**src/rtl/of_pkg.sv**
```systemverilog
// Shared widths and the output-register record for the operand fetch stage.
package of_pkg;

  localparam int NREGS  = 32;
  localparam int ADDR_W = 5;
  localparam int DATA_W = 32;
  localparam int CTRL_W = 8;

  typedef struct packed {
    logic [DATA_W-1:0] op1;
    logic [DATA_W-1:0] op2;
    logic [ADDR_W-1:0] rd;
    logic              rd_we;
    logic [CTRL_W-1:0] ctrl;
  } of_out_t;

endpackage

```
**src/rtl/of_scoreboard.sv**
```systemverilog
// Pending-write bitmap: one bit per register, set on issue, cleared on writeback.
module of_scoreboard
  import of_pkg::*;
(
  input  logic              clk,
  input  logic              reset,
  input  logic              set_en,
  input  logic [ADDR_W-1:0] set_idx,
  input  logic              clr_en,
  input  logic [ADDR_W-1:0] clr_idx,
  output logic [NREGS-1:0]  pending,
  output logic              sb_busy
);

  logic [NREGS-1:0] pending_q;
  logic [NREGS-1:0] pending_d;

  // A new writer issued in the same cycle as the old one retires keeps the bit set.
  generate
    for (genvar gi = 0; gi < NREGS; gi++) begin : g_bit
      always_comb begin
        pending_d[gi] = pending_q[gi];
        if (set_en && set_idx == ADDR_W'(gi)) begin
          pending_d[gi] = 1'b1;
        end else if (clr_en && clr_idx == ADDR_W'(gi)) begin
          pending_d[gi] = 1'b0;
        end
      end
    end
  endgenerate

  always_ff @(posedge clk or posedge reset) begin
    if (reset) begin
      pending_q <= '0;
    end else begin
      pending_q <= pending_d;
    end
  end

  assign pending = pending_q;
  assign sb_busy = |pending_q;

endmodule

```
**src/rtl/operand_fetch_stage.sv**
```systemverilog
// Operand fetch: bank read addressing, writeback bypass, scoreboard hazard stall
// and a valid/ready output register toward execute.
module operand_fetch_stage #(
  parameter int DATA_W = of_pkg::DATA_W,
  parameter int ADDR_W = of_pkg::ADDR_W,
  parameter int CTRL_W = of_pkg::CTRL_W
) (
  input  logic              clk,
  input  logic              reset,
  input  logic              in_valid,
  output logic              in_ready,
  input  logic [ADDR_W-1:0] in_rs1,
  input  logic [ADDR_W-1:0] in_rs2,
  input  logic              in_use1,
  input  logic              in_use2,
  input  logic [ADDR_W-1:0] in_rd,
  input  logic              in_rd_we,
  input  logic [CTRL_W-1:0] in_ctrl,
  output logic [ADDR_W-1:0] sr1,
  output logic [ADDR_W-1:0] sr2,
  input  logic [DATA_W-1:0] regd1,
  input  logic [DATA_W-1:0] regd2,
  input  logic              wb_write,
  input  logic [ADDR_W-1:0] wb_dr,
  input  logic [DATA_W-1:0] wb_data,
  output logic              out_valid,
  input  logic              out_ready,
  output logic [DATA_W-1:0] out_op1,
  output logic [DATA_W-1:0] out_op2,
  output logic [ADDR_W-1:0] out_rd,
  output logic              out_rd_we,
  output logic [CTRL_W-1:0] out_ctrl,
  output logic              sb_busy
);

  import of_pkg::of_out_t;

  of_out_t                 out_q;
  of_out_t                 out_d;
  logic                    out_valid_q;
  logic                    out_valid_d;
  logic [(1<<ADDR_W)-1:0]  pending;
  logic                    byp1;
  logic                    byp2;
  logic                    byp_rd;
  logic                    hazard;
  logic                    accept;

  assign sr1 = in_rs1;
  assign sr2 = in_rs2;

  assign byp1   = wb_write && (wb_dr == in_rs1);
  assign byp2   = wb_write && (wb_dr == in_rs2);
  assign byp_rd = wb_write && (wb_dr == in_rd);

  // A writeback landing this cycle resolves the hazard it would otherwise cause.
  assign hazard = (in_use1  && pending[in_rs1] && !byp1)
               || (in_use2  && pending[in_rs2] && !byp2)
               || (in_rd_we && pending[in_rd]  && !byp_rd);

  assign in_ready = (!out_valid_q || out_ready) && !hazard;
  assign accept   = in_valid && in_ready;

  always_comb begin
    out_d       = out_q;
    out_valid_d = out_valid_q;
    if (accept) begin
      out_d.op1   = byp1 ? wb_data : regd1;
      out_d.op2   = byp2 ? wb_data : regd2;
      out_d.rd    = in_rd;
      out_d.rd_we = in_rd_we;
      out_d.ctrl  = in_ctrl;
      out_valid_d = 1'b1;
    end else if (out_ready) begin
      out_valid_d = 1'b0;
    end
  end

  always_ff @(posedge clk or posedge reset) begin
    if (reset) begin
      out_q       <= '0;
      out_valid_q <= 1'b0;
    end else begin
      out_q       <= out_d;
      out_valid_q <= out_valid_d;
    end
  end

  of_scoreboard u_scoreboard (
    .clk     (clk),
    .reset   (reset),
    .set_en  (accept && in_rd_we),
    .set_idx (in_rd),
    .clr_en  (wb_write),
    .clr_idx (wb_dr),
    .pending (pending),
    .sb_busy (sb_busy)
  );

  assign out_valid = out_valid_q;
  assign out_op1   = out_q.op1;
  assign out_op2   = out_q.op2;
  assign out_rd    = out_q.rd;
  assign out_rd_we = out_q.rd_we;
  assign out_ctrl  = out_q.ctrl;

endmodule

```
**config.mk**
```make
export PLATFORM = sky130hd
export DESIGN_NAME = operand_fetch_stage
export DESIGN_NICKNAME = d
export VERILOG_FILES = /design/src/rtl/of_pkg.sv /design/src/rtl/of_scoreboard.sv /design/src/rtl/operand_fetch_stage.sv
export SDC_FILE = /design/constraint.sdc
export NUM_CORES = 1
export LEC_CHECK = 0
export ABC_AREA = 1
export CAP_MARGIN = 20
export CORE_UTILIZATION = 29
export CTS_CLUSTER_DIAMETER = 200
export DETAILED_ROUTE_END_ITERATION = 10
export SYNTH_ARGS = -nofsm -noshare
export SYNTH_HDL_FRONTEND = slang
export SYNTH_SLANG_ARGS = --single-unit
export TNS_END_PERCENT = 1
```
**constraint.sdc**
```tcl
create_clock -name clk -period 5.34 [get_ports clk]
set_clock_uncertainty 0.05 [all_clocks]
set_input_delay 0.534 -clock clk [delete_from_list [all_inputs] [get_ports clk]]
set_output_delay 0.534 -clock clk [all_outputs]
set_load 0.02 [all_outputs]
```
==> results of run 1 <==
## final timing paths
path,from,end
max in group asynchronous,reset,u_scoreboard.pending[9]$_DFFE_PP0P_
worst min-delay path,reset,out_op1[10]$_DFFE_PP0P_
worst max register to register,u_scoreboard.pending[16]$_DFFE_PP0P_,out_op1[4]$_DFFE_PP0P_
worst min register to register,out_op1[28]$_DFFE_PP0P_,out_op1[28]$_DFFE_PP0P_
min in group clk,out_op1[28]$_DFFE_PP0P_,out_op1[28]$_DFFE_PP0P_
worst max-delay path,in_rd[0],in_ready
## Yosys cell counts (all sizes together)
cell type / n
nand2: 369
nand3: 133
o21ai: 122
dfrtp: 111
inv: 87
buf: 48
nor2: 47
clkbuf: 27
nand4: 20
a21oi: 15
nor3: 13
o211ai: 13
o22ai: 8
nor4: 5
clkinv: 3
or2: 3
o31ai: 2
## critical path, delay by kind of cell
| kind | cells | cell delay [ps] |
|---|---|---|
| AOI/OAI and AO/OA | 1 | 120 |
| buffers and inverters | 3 | 1860 |
| and+or+nand+nor | 8 | 1090 |
## cells by family (layout without fill, tap and decap cells)
family          after synthesis  after routing  share of synthesized area
compound gates              160            160                     0.1236
simple gates                590            590                     0.3616
flops                       111            111                     0.4046
buf+inv                     165            341                     0.1103
## metal layers
metal	part of all wire	wire length, um	up-vias
met5	0	0	-
met2	0.44	11200	325
met3	0.091	2307	46
met1	0.44	11030	3426
met4	0.028	699	0
li1	-	-	3656
## area by class of cell
type	instances	area, sq um	area share
Multi-Input combinational cell	750	3346	0.3518
Sequential cell	111	2778	0.2921
Timing Repair Buffer	235	2350	0.2471
Tap cell	313	391.6	0.04118
Inverter	90	340.3	0.03579
Clock buffer	10	229.0	0.02408
Clock inverter	6	75.07	0.007895
## registers in the layout, summed over array words and instances, names as in the netlist
name	cells
out_op1	32
out_op2	32
u_scoreboard.pending	32
out_ctrl	8
out_rd	5
out_rd_we	1
out_valid	1
## power by group through the flow
| stage | logic, mW | registers (mW) | clock network, mW |
|---|---|---|---|
| after CTS | 1.15 | 1.16 | 0.725 |
| after global placement | 1.15 | 1.17 | 0 |
| after global routing | 1.25 | 1.18 | 0.756 |
| final | 1.14 | 1.16 | 0.705 |
| after detailed placement | 1.15 | 1.17 | 0 |
| after floorplan | 0.416 | 1.32 | 0 |
==> qor.csv, run 1 <==
metric,value,unit
status,"complete, no violations",
setup bufs post-CTS,0,
Final Worst Setup Slack,1129,ps
chip height,155.9,um
clk root buf,clkbuf_16,
synth warn,0,
I/O Buffers,222,
CORE AREA,0.02292,sq mm
met1 usage,0.2823,
final setup violation count,0,
cts bufs inserted,9,
DR vias,7453,
Final Hold Fails,0,
GRT met3 Usage,0.06111,
Setup crit end kind,output pin,
"FF+latch count, synth",111,
Total Wirelength,25.24,mm
Hold/Removal Path Class,in -> async,
Worst Path Max Fanout,17,
"Slew Viols, Final",0,
setup TNS,0,ps
Hold WS,336.9,ps
Internal Pwr Total,1.893,mW
Layout Area Growth over Synthesis,38.51,%
syn nets,1158,
NumNets Final,1329,
Placed Cells,1498,
largest cells by area after synthesis,"dfrtp_1, nand2_1, nand3_1",
Comb power frac,0.380,
CTS tree,yes,
ANT nets after route,0,
Final Util,0.4150,
# diodes,0,
GRT Util Overall,0.2103,
Routed wire per std cell,16.66,um
CP max stage delay,920,ps
first-pass GRT wire length,39.68,mm
leading area contributor after synthesis,dfrtp_1,
kind of critical path,in -> out,
RSZ-0062 raised after global routing,false,
Pleak,4.610,nW
Avg Inst Size Synth,6.691,sq um
Vias/cell,4.919,
worst vdd ir,0.0001480,V
total grt overflow,0,
"non-filler cells, final",1515,
die width,155.9,um
Crit path required time,4760,ps
Worst R2R Setup Slack,2420,ps
insertion delay to the later sink of the worst-skew pair,350,ps
largest net degree at the start of global routing,84,
initial antenna violation count,0,
count of different cell masters after synthesis,24,
Clock Tree Buf Depth,2,
"CTS clk-pin slew, worst paths",80,ps
clk sink count,111,
H-tree depth,3,
most frequent cells in the layout,"nand2_1, clkdlybuf4s50_1, nand3_1",
max_cap viols,0,
DRC,0,
"Arr. time, crit path",3630,ps
CP Launch Type,primary input,
# IOs,223,
mapped cell area,0.006865,sq mm
Reg power frac,0.385,
"Power, Total",3.008,mW
Synth Instances,1026,
sw power,1.115,mW
layout cell share with drive strength beyond 1,0.03411,
PD cells,316.4,mW/mm^2
pre-CTS WS,1156,ps
Initial Utilization,0.2996,
"Seq/Total Area, Yosys",0.4046,
Crit path top cell by count,nand2_1,
gpl congestion,0.9600,
Site Rows,55,
DIE AREA,0.02429,sq mm
final cycle utilization of the critical path,0.7886,
clock power share,0.234,
slowest CP cell,clkdlybuf4s50_1,
GRT busiest layer,met2,
post-synth top area share,0.4046,
CTS resizes,0,
Rel. slew slack,0.3978,
vias in the first global route,7146,
M2 GR Usage,0.3185,
hold_buf cts,0,
Initial DRC Count,479,
Final min period,4211,ps
final instance area,0.009509,sq mm
"commonest non-fill, non-tap cell in the layout",nand2_1,
fmax,237.5,MHz
worst slew pin tran,903.4,ps
Net Sw Frac,0.3707,
Placed Instance Area,0.009178,sq mm
Pre-antenna DRT Iters,6,
post-DP HPWL,18.30,mm
fill cell count,2451,
CP Cell Sequence,clkdlybuf4s50_1 > inv_2 > nand2_1 > nor2_1 > nor2_1 > nand2_1 > a21oi_1 > nand2_1 > nand3_1 > nand3_1 > nor2_4 > clkdlybuf4s50_1,
FF-to-FF path depth,11,
No activity file was read; power rests on OpenSTA's default activity.
==> run 2, diff against run 1 <==
Clock period 5.34 ns to 3.9 ns, I/O delays scaled along.
==> qor.csv, run 2 (synthesis results as in run 1) <==
metric,value,unit
worst vdd ir,0.0002137,V
Placed Cells,1504,
FF-to-FF path depth,11,
met1 wire length,11.33,mm
worst reg2reg endpoint,u_scoreboard.pending[17]$_DFFE_PP0P_,
cts bufs inserted,9,
Placed Instance Area,0.009248,sq mm
setup bufs post-CTS,0,
Final Hold Fails,0,
Worst R2R Setup Slack,1010,ps
worst slew pin tran,1037,ps
register area,0.002778,sq mm
pre-CTS WS,363.9,ps
area of the multi-input gates,0.003346,sq mm
Worst R2R Start,u_scoreboard.pending[16]$_DFFE_PP0P_,
Worst Path Max Fanout,11,
Crit path required time,3460,ps
GRT Util Overall,0.2169,
Worst Hold End,out_ctrl[4]$_DFFE_PP0P_,
Setup crit end kind,output pin,
"Power, Total",4.198,mW
initial antenna violation count,0,
PD cells,438.4,mW/mm^2
CTS tree,yes,
"commonest non-fill, non-tap cell in the layout",nand2_1,
post-DP HPWL,19.24,mm
DR vias,7504,
Hold WS,419.2,ps
Initial Utilization,0.2996,
Rel. slew slack,0.3089,
Pre-antenna DRT Iters,5,
hold path cells,2,
Clock Tree Buf Depth,2,
hold path start,out_ctrl[4]$_DFFE_PP0P_,
Hold/Removal Path Class,reg -> reg,
final instance area,0.009577,sq mm
Final Util,0.4179,
# IOs,223,
gpl congestion,0.9737,
"Arr. time, crit path",2930,ps
"CTS clk-pin slew, worst paths",70,ps
clk root buf,clkbuf_16,
Routed wire per std cell,17.29,um
final setup violation count,0,
Site Rows,55,
Layout Area Growth over Synthesis,39.49,%
RSZ-0062 raised after global routing,false,
met3 WL,2.260,mm
Pleak,4.650,nW
total grt overflow,0,
Vias/cell,4.937,
met2 wire length,12.15,mm
CTS resizes,0,
kind of critical path,in -> out,
chip height,155.9,um
layout cell share with drive strength beyond 1,0.03894,
I/O Buffers,222,
status,"complete, no violations",
largest net degree at the start of global routing,95,
# diodes,0,
Final min period,3371,ps
final cycle utilization of the critical path,0.8643,
die width,155.9,um
"Slew Viols, Final",0,
setup TNS,0,ps
DRC,0,
hold_buf cts,0,
first-pass GRT wire length,40.49,mm
fill cell count,2449,
Total Wirelength,26.28,mm
CORE AREA,0.02292,sq mm
ANT nets after route,0,
CP Launch Type,primary input,
DIE AREA,0.02429,sq mm
NumNets Final,1334,
fmax,296.7,MHz
Initial DRC Count,474,
DR top layer,met4,
Final Worst Setup Slack,529.1,ps
clk sink count,111,
vias in the first global route,7154,
max_cap viols,0,
insertion delay to the later sink of the worst-skew pair,350,ps
most frequent cells in the layout,"nand2_1, clkdlybuf4s50_1, nand3_1",
"non-filler cells, final",1520,
H-tree depth,3,
[run 2: cell count changes in the layout (fill, tap and decap cells not counted), sizes merged]
cell	change
buf	+5
bufinv	+1
inv	-1
[run 2: layout make-up]
cell class / instances / share of cell area
clock buffers: 10 / 0.02495
clock inverters: 6 / 0.009407
inverters: 90 / 0.03554
multi-input cells: 750 / 0.3494
flip-flops and latches: 111 / 0.2900
well taps: 313 / 0.04089
repair buffers: 240 / 0.2498
[run 2: worst max-delay path, cell delays in order]
cell	delay (ps)
clkdlybuf4s50_1	690
inv_2	180
nand2_1	230
nor2_1	70
nor2_1	90
nand2_1	60
a21oi_1	120
nand2_1	70
nand3_1	70
nand3_1	110
nor2_4	160
clkdlybuf4s50_1	670
[run 2: layer usage]
layer / vias to the layer above / GRT usage
li1: 3668 / -
met1: 3482 / 0.2860
met3: 35 / 0.05472
met2: 319 / 0.3461
met5: - / 0
met4: 0 / 0.06909
[run 2: where the power goes]
| group | switching [mW] | internal, mW |
|---|---|---|
| registers | 0.196 | 1.40 |
| clock network | 0.443 | 0.585 |
| logic | 0.886 | 0.690 |
| total | 1.52 | 2.67 |
[run 2: worst max-delay path by stage]
| stage | cells after the start | end | startpoint |
|---|---|---|---|
| 6_report | 12 | in_ready | in_rd[0] |
| 5_1_grt | 12 | in_ready | in_rd[0] |
| 4_1_cts | 12 | in_ready | in_rd[0] |
| 3_5_place_dp | 14 | out_op1[23]$_DFFE_PP0P_ | in_rd[0] |
| 3_3_place_gp | 14 | out_op2[25]$_DFFE_PP0P_ | in_rd[0] |
| 2_1_floorplan | 1 | out_ctrl[0]$_DFFE_PP0P_ | reset |
==> run 3, diff against run 2 <==
--- a/config.mk
+++ b/config.mk
@@ -6,5 +6,5 @@
 export NUM_CORES = 1
 export LEC_CHECK = 0
-export ABC_AREA = 1
+export ABC_AREA = 0
 export CAP_MARGIN = 20
 export CORE_UTILIZATION = 29
==> constraint.sdc (replaced) <==
create_clock -name clk -period 3.3 [get_ports clk]
set_clock_uncertainty 0.05 [all_clocks]
set_input_delay 0.66 -clock clk [delete_from_list [all_inputs] [get_ports clk]]
set_output_delay 0.66 -clock clk [all_outputs]
set_load 0.02 [all_outputs]
==> qor.csv, run 3 <==
metric,value,unit
status,"complete, no violations",
"EDFF count, synth",0,
cts bufs inserted,9,
syn nets,655,
Placed Cells,1028,
area of the multi-input gates,0.003558,sq mm
hold_buf cts,0,
Placed Instance Area,0.009435,sq mm
"commonest non-fill, non-tap cell in the layout",clkdlybuf4s50_1,
Total Wirelength,20.30,mm
worst reg2reg endpoint,u_scoreboard.pending[2]$_DFFE_PP0P_,
Internal Pwr Total,3.339,mW
die width,153.1,um
"Arr. time, crit path",2460,ps
count of different cell masters after synthesis,38,
DIE AREA,0.02345,sq mm
Final min period,3172,ps
# diodes,0,
kind of critical path,in -> out,
CP Cell Sequence,clkdlybuf4s50_1 > xor2_1 > nor4_2 > a311oi_1 > o211ai_1 > nand3_1 > a41oi_2 > buf_4,
ys flop type,dfrtp_1,
Layout Area Growth over Synthesis,48.38,%
Initial Utilization,0.2998,
I/O Buffers,222,
CP max stage delay,440,ps
Comb power frac,0.398,
max_cap viols,0,
largest net degree at the start of global routing,112,
Reg power frac,0.382,
ANT nets after route,0,
chip height,153.1,um
final cycle utilization of the critical path,0.9611,
Commonest cells post-synth,"dfrtp_1, mux2_2, mux2_4",
Pleak,4.137,nW
final setup violation count,0,
"Seq/Total Area, Yosys",0.4193,
FF-to-FF path depth,8,
CP Launch Type,primary input,
Final Util,0.4448,
register area,0.002778,sq mm
post-DP HPWL,15.39,mm
main combinational cell family by area after synthesis,multiplexers,
Final Hold Fails,0,
fmax,315.3,MHz
leading area contributor after synthesis,dfrtp_1,
Synth Instances,523,
initial antenna violation count,0,
worst slew pin tran,679.2,ps
clk root buf,clkbuf_16,
most common cell in the synthesized netlist,dfrtp_1,
CTS tree,yes,
DR vias,5312,
Setup crit end kind,output pin,
Synth Area in XOR/XNOR,0.01983,
slowest CP cell,clkdlybuf4s50_1,
asr flop ratio synth,1.000,
Initial DRC Count,322,
Rel. slew slack,0.5472,
total grt overflow,0,
clock power share,0.220,
Clock Tree Buf Depth,2,
"Power, Total",4.998,mW
clk sink count,111,
fill cell count,2005,
Synth Area in Compound Gates,0.07235,
final instance area,0.009828,sq mm
largest cells by area after synthesis,"dfrtp_1, mux2_2, mux2_4",
Worst R2R Setup Slack,620,ps
Avg Inst Size Synth,12.67,sq um
PD cells,508.5,mW/mm^2
sw power,1.659,mW
Crit path required time,2590,ps
"Slew Viols, Final",0,
Worst Path Max Fanout,2,
# IOs,223,
synth warn,0,
most frequent cells in the layout,"clkdlybuf4s50_1, dfrtp_1, mux2_2",
CORE AREA,0.02209,sq mm
H-tree depth,3,
setup TNS,0,ps
Routed wire per std cell,19.35,um
Post-Synth Adder-Cell Area,0,
"non-filler cells, final",1049,
gpl congestion,0.9131,
Pre-antenna DRT Iters,4,
"CTS clk-pin slew, worst paths",80,ps
GRT Util Overall,0.1770,
worst vdd ir,0.0002677,V
mux cell area share after synthesis,0.3717,
post-synth top area share,0.4193,
Site Rows,54,
NumNets Final,896,
first-pass GRT wire length,32.49,mm
worst setup path end,in_ready,
Worst R2R Start,u_scoreboard.pending[31]$_DFFE_PP0P_,
insertion delay to the later sink of the worst-skew pair,350,ps
Net Sw Frac,0.3320,
mapped cell area,0.006624,sq mm
origin of the worst setup path,in_rs1[2],
Hold/Removal Path Class,reg -> reg,
Vias/cell,5.064,
synthesized-area fraction occupied by and/or/nand/nor cells,0.06838,
vias in the first global route,5876,
"FF+latch count, synth",111,
layout cell share with drive strength beyond 1,0.3134,
DRC,0,
[run 3: cell types whose count changed after synthesis, sizes merged, moves of 13 or more]
| cell | change |
|---|---|
| nand2 | -355 |
| mux2 | +145 |
| nand3 | -124 |
| inv | -82 |
| o21ai | -81 |
| nor2 | -42 |
| o31ai | +22 |
| buf | -21 |
| mux2i | +21 |
| mux4 | +18 |
| a21oi | -14 |
| nand4 | -14 |
| nand2b | +13 |
[run 3: how the worst min path moves through the flow]
stage | start | depth (start not counted) | slack (ps) | end
2_1_floorplan | u_scoreboard.pending[23]$_DFFE_PP0P_ | 2 | 480 | u_scoreboard.pending[23]$_DFFE_PP0P_
3_3_place_gp | out_op1[14]$_DFFE_PP0P_ | 1 | 430 | out_op1[14]$_DFFE_PP0P_
3_5_place_dp | out_op2[24]$_DFFE_PP0P_ | 1 | 430 | out_op2[24]$_DFFE_PP0P_
4_1_cts | out_op1[15]$_DFFE_PP0P_ | 1 | 450 | out_op1[15]$_DFFE_PP0P_
5_1_grt | out_op1[12]$_DFFE_PP0P_ | 1 | 470 | out_op1[12]$_DFFE_PP0P_
6_report | out_op1[12]$_DFFE_PP0P_ | 1 | 450 | out_op1[12]$_DFFE_PP0P_
[run 3: power groups by stage]
stage	logic (mW)	clock network [mW]	registers (mW)
3_3_place_gp	1.96	0	1.92
5_1_grt	2.11	1.19	1.95
4_1_cts	2.00	1.13	1.90
6_report	1.99	1.10	1.91
3_5_place_dp	1.99	0	1.92
2_1_floorplan	0.778	0	2.16
[run 3: routing by layer]
metal | up-vias | routed length (um) | global-route usage | part of all wire
li1 | 2421 | - | - | -
met1 | 2623 | 8235 | 0.2177 | 0.41
met2 | 246 | 9884 | 0.2933 | 0.49
met3 | 22 | 1794 | 0.05160 | 0.088
met4 | 0 | 387 | 0.06445 | 0.019
met5 | - | 0 | 0 | 0
[run 3: worst max-delay path, delay by kind of cell]
kind                   cells  cell delay [ps]
buffers and inverters      2              610
AO/OA/AOI/OAI              3              540
XOR/XNOR                   1              180
AND/OR/NAND/NOR            2              460
[run 3: what timing repair did]
action | 4_1_cts | 5_1_grt
pin swaps | 3 | 9
gates cloned | 1 | 1
setup buffers | 2 | 1
endpoints found under the setup margin | 1 | 1
gates resized for setup | 13 | 10
[run 3: area by class of cell]
| type | count | share of cell area |
|---|---|---|
| multi-input cells | 356 | 0.3621 |
| well taps | 280 | 0.03565 |
| clock buffers | 9 | 0.02292 |
| repair buffers | 281 | 0.2872 |
| clock inverters | 7 | 0.007257 |
| inverters | 5 | 0.002292 |
| flip-flops and latches | 111 | 0.2826 |
[run 3: logic make-up (layout without fill, tap and decap cells)]
logic type                after synthesis  count (layout)
muxes                                 184             184
and+or+nand+nor                        80              80
buffers and inverters                  56             302
xor gates and xnor gates               15              15
DFF                                   111             111
AOI/OAI and AO/OA                      77              77
[run 3: through the flow]
step / hold slack (ps) / setup slack, ps
4_1_cts: 453.1 / 11.12
5_1_grt: 469.6 / -49.87
3_3_place_gp: 427.2 / -526.9
6_report: 448.3 / 128.4
3_5_place_dp: 429.9 / -550.9
2_1_floorplan: 476.0 / 285.7
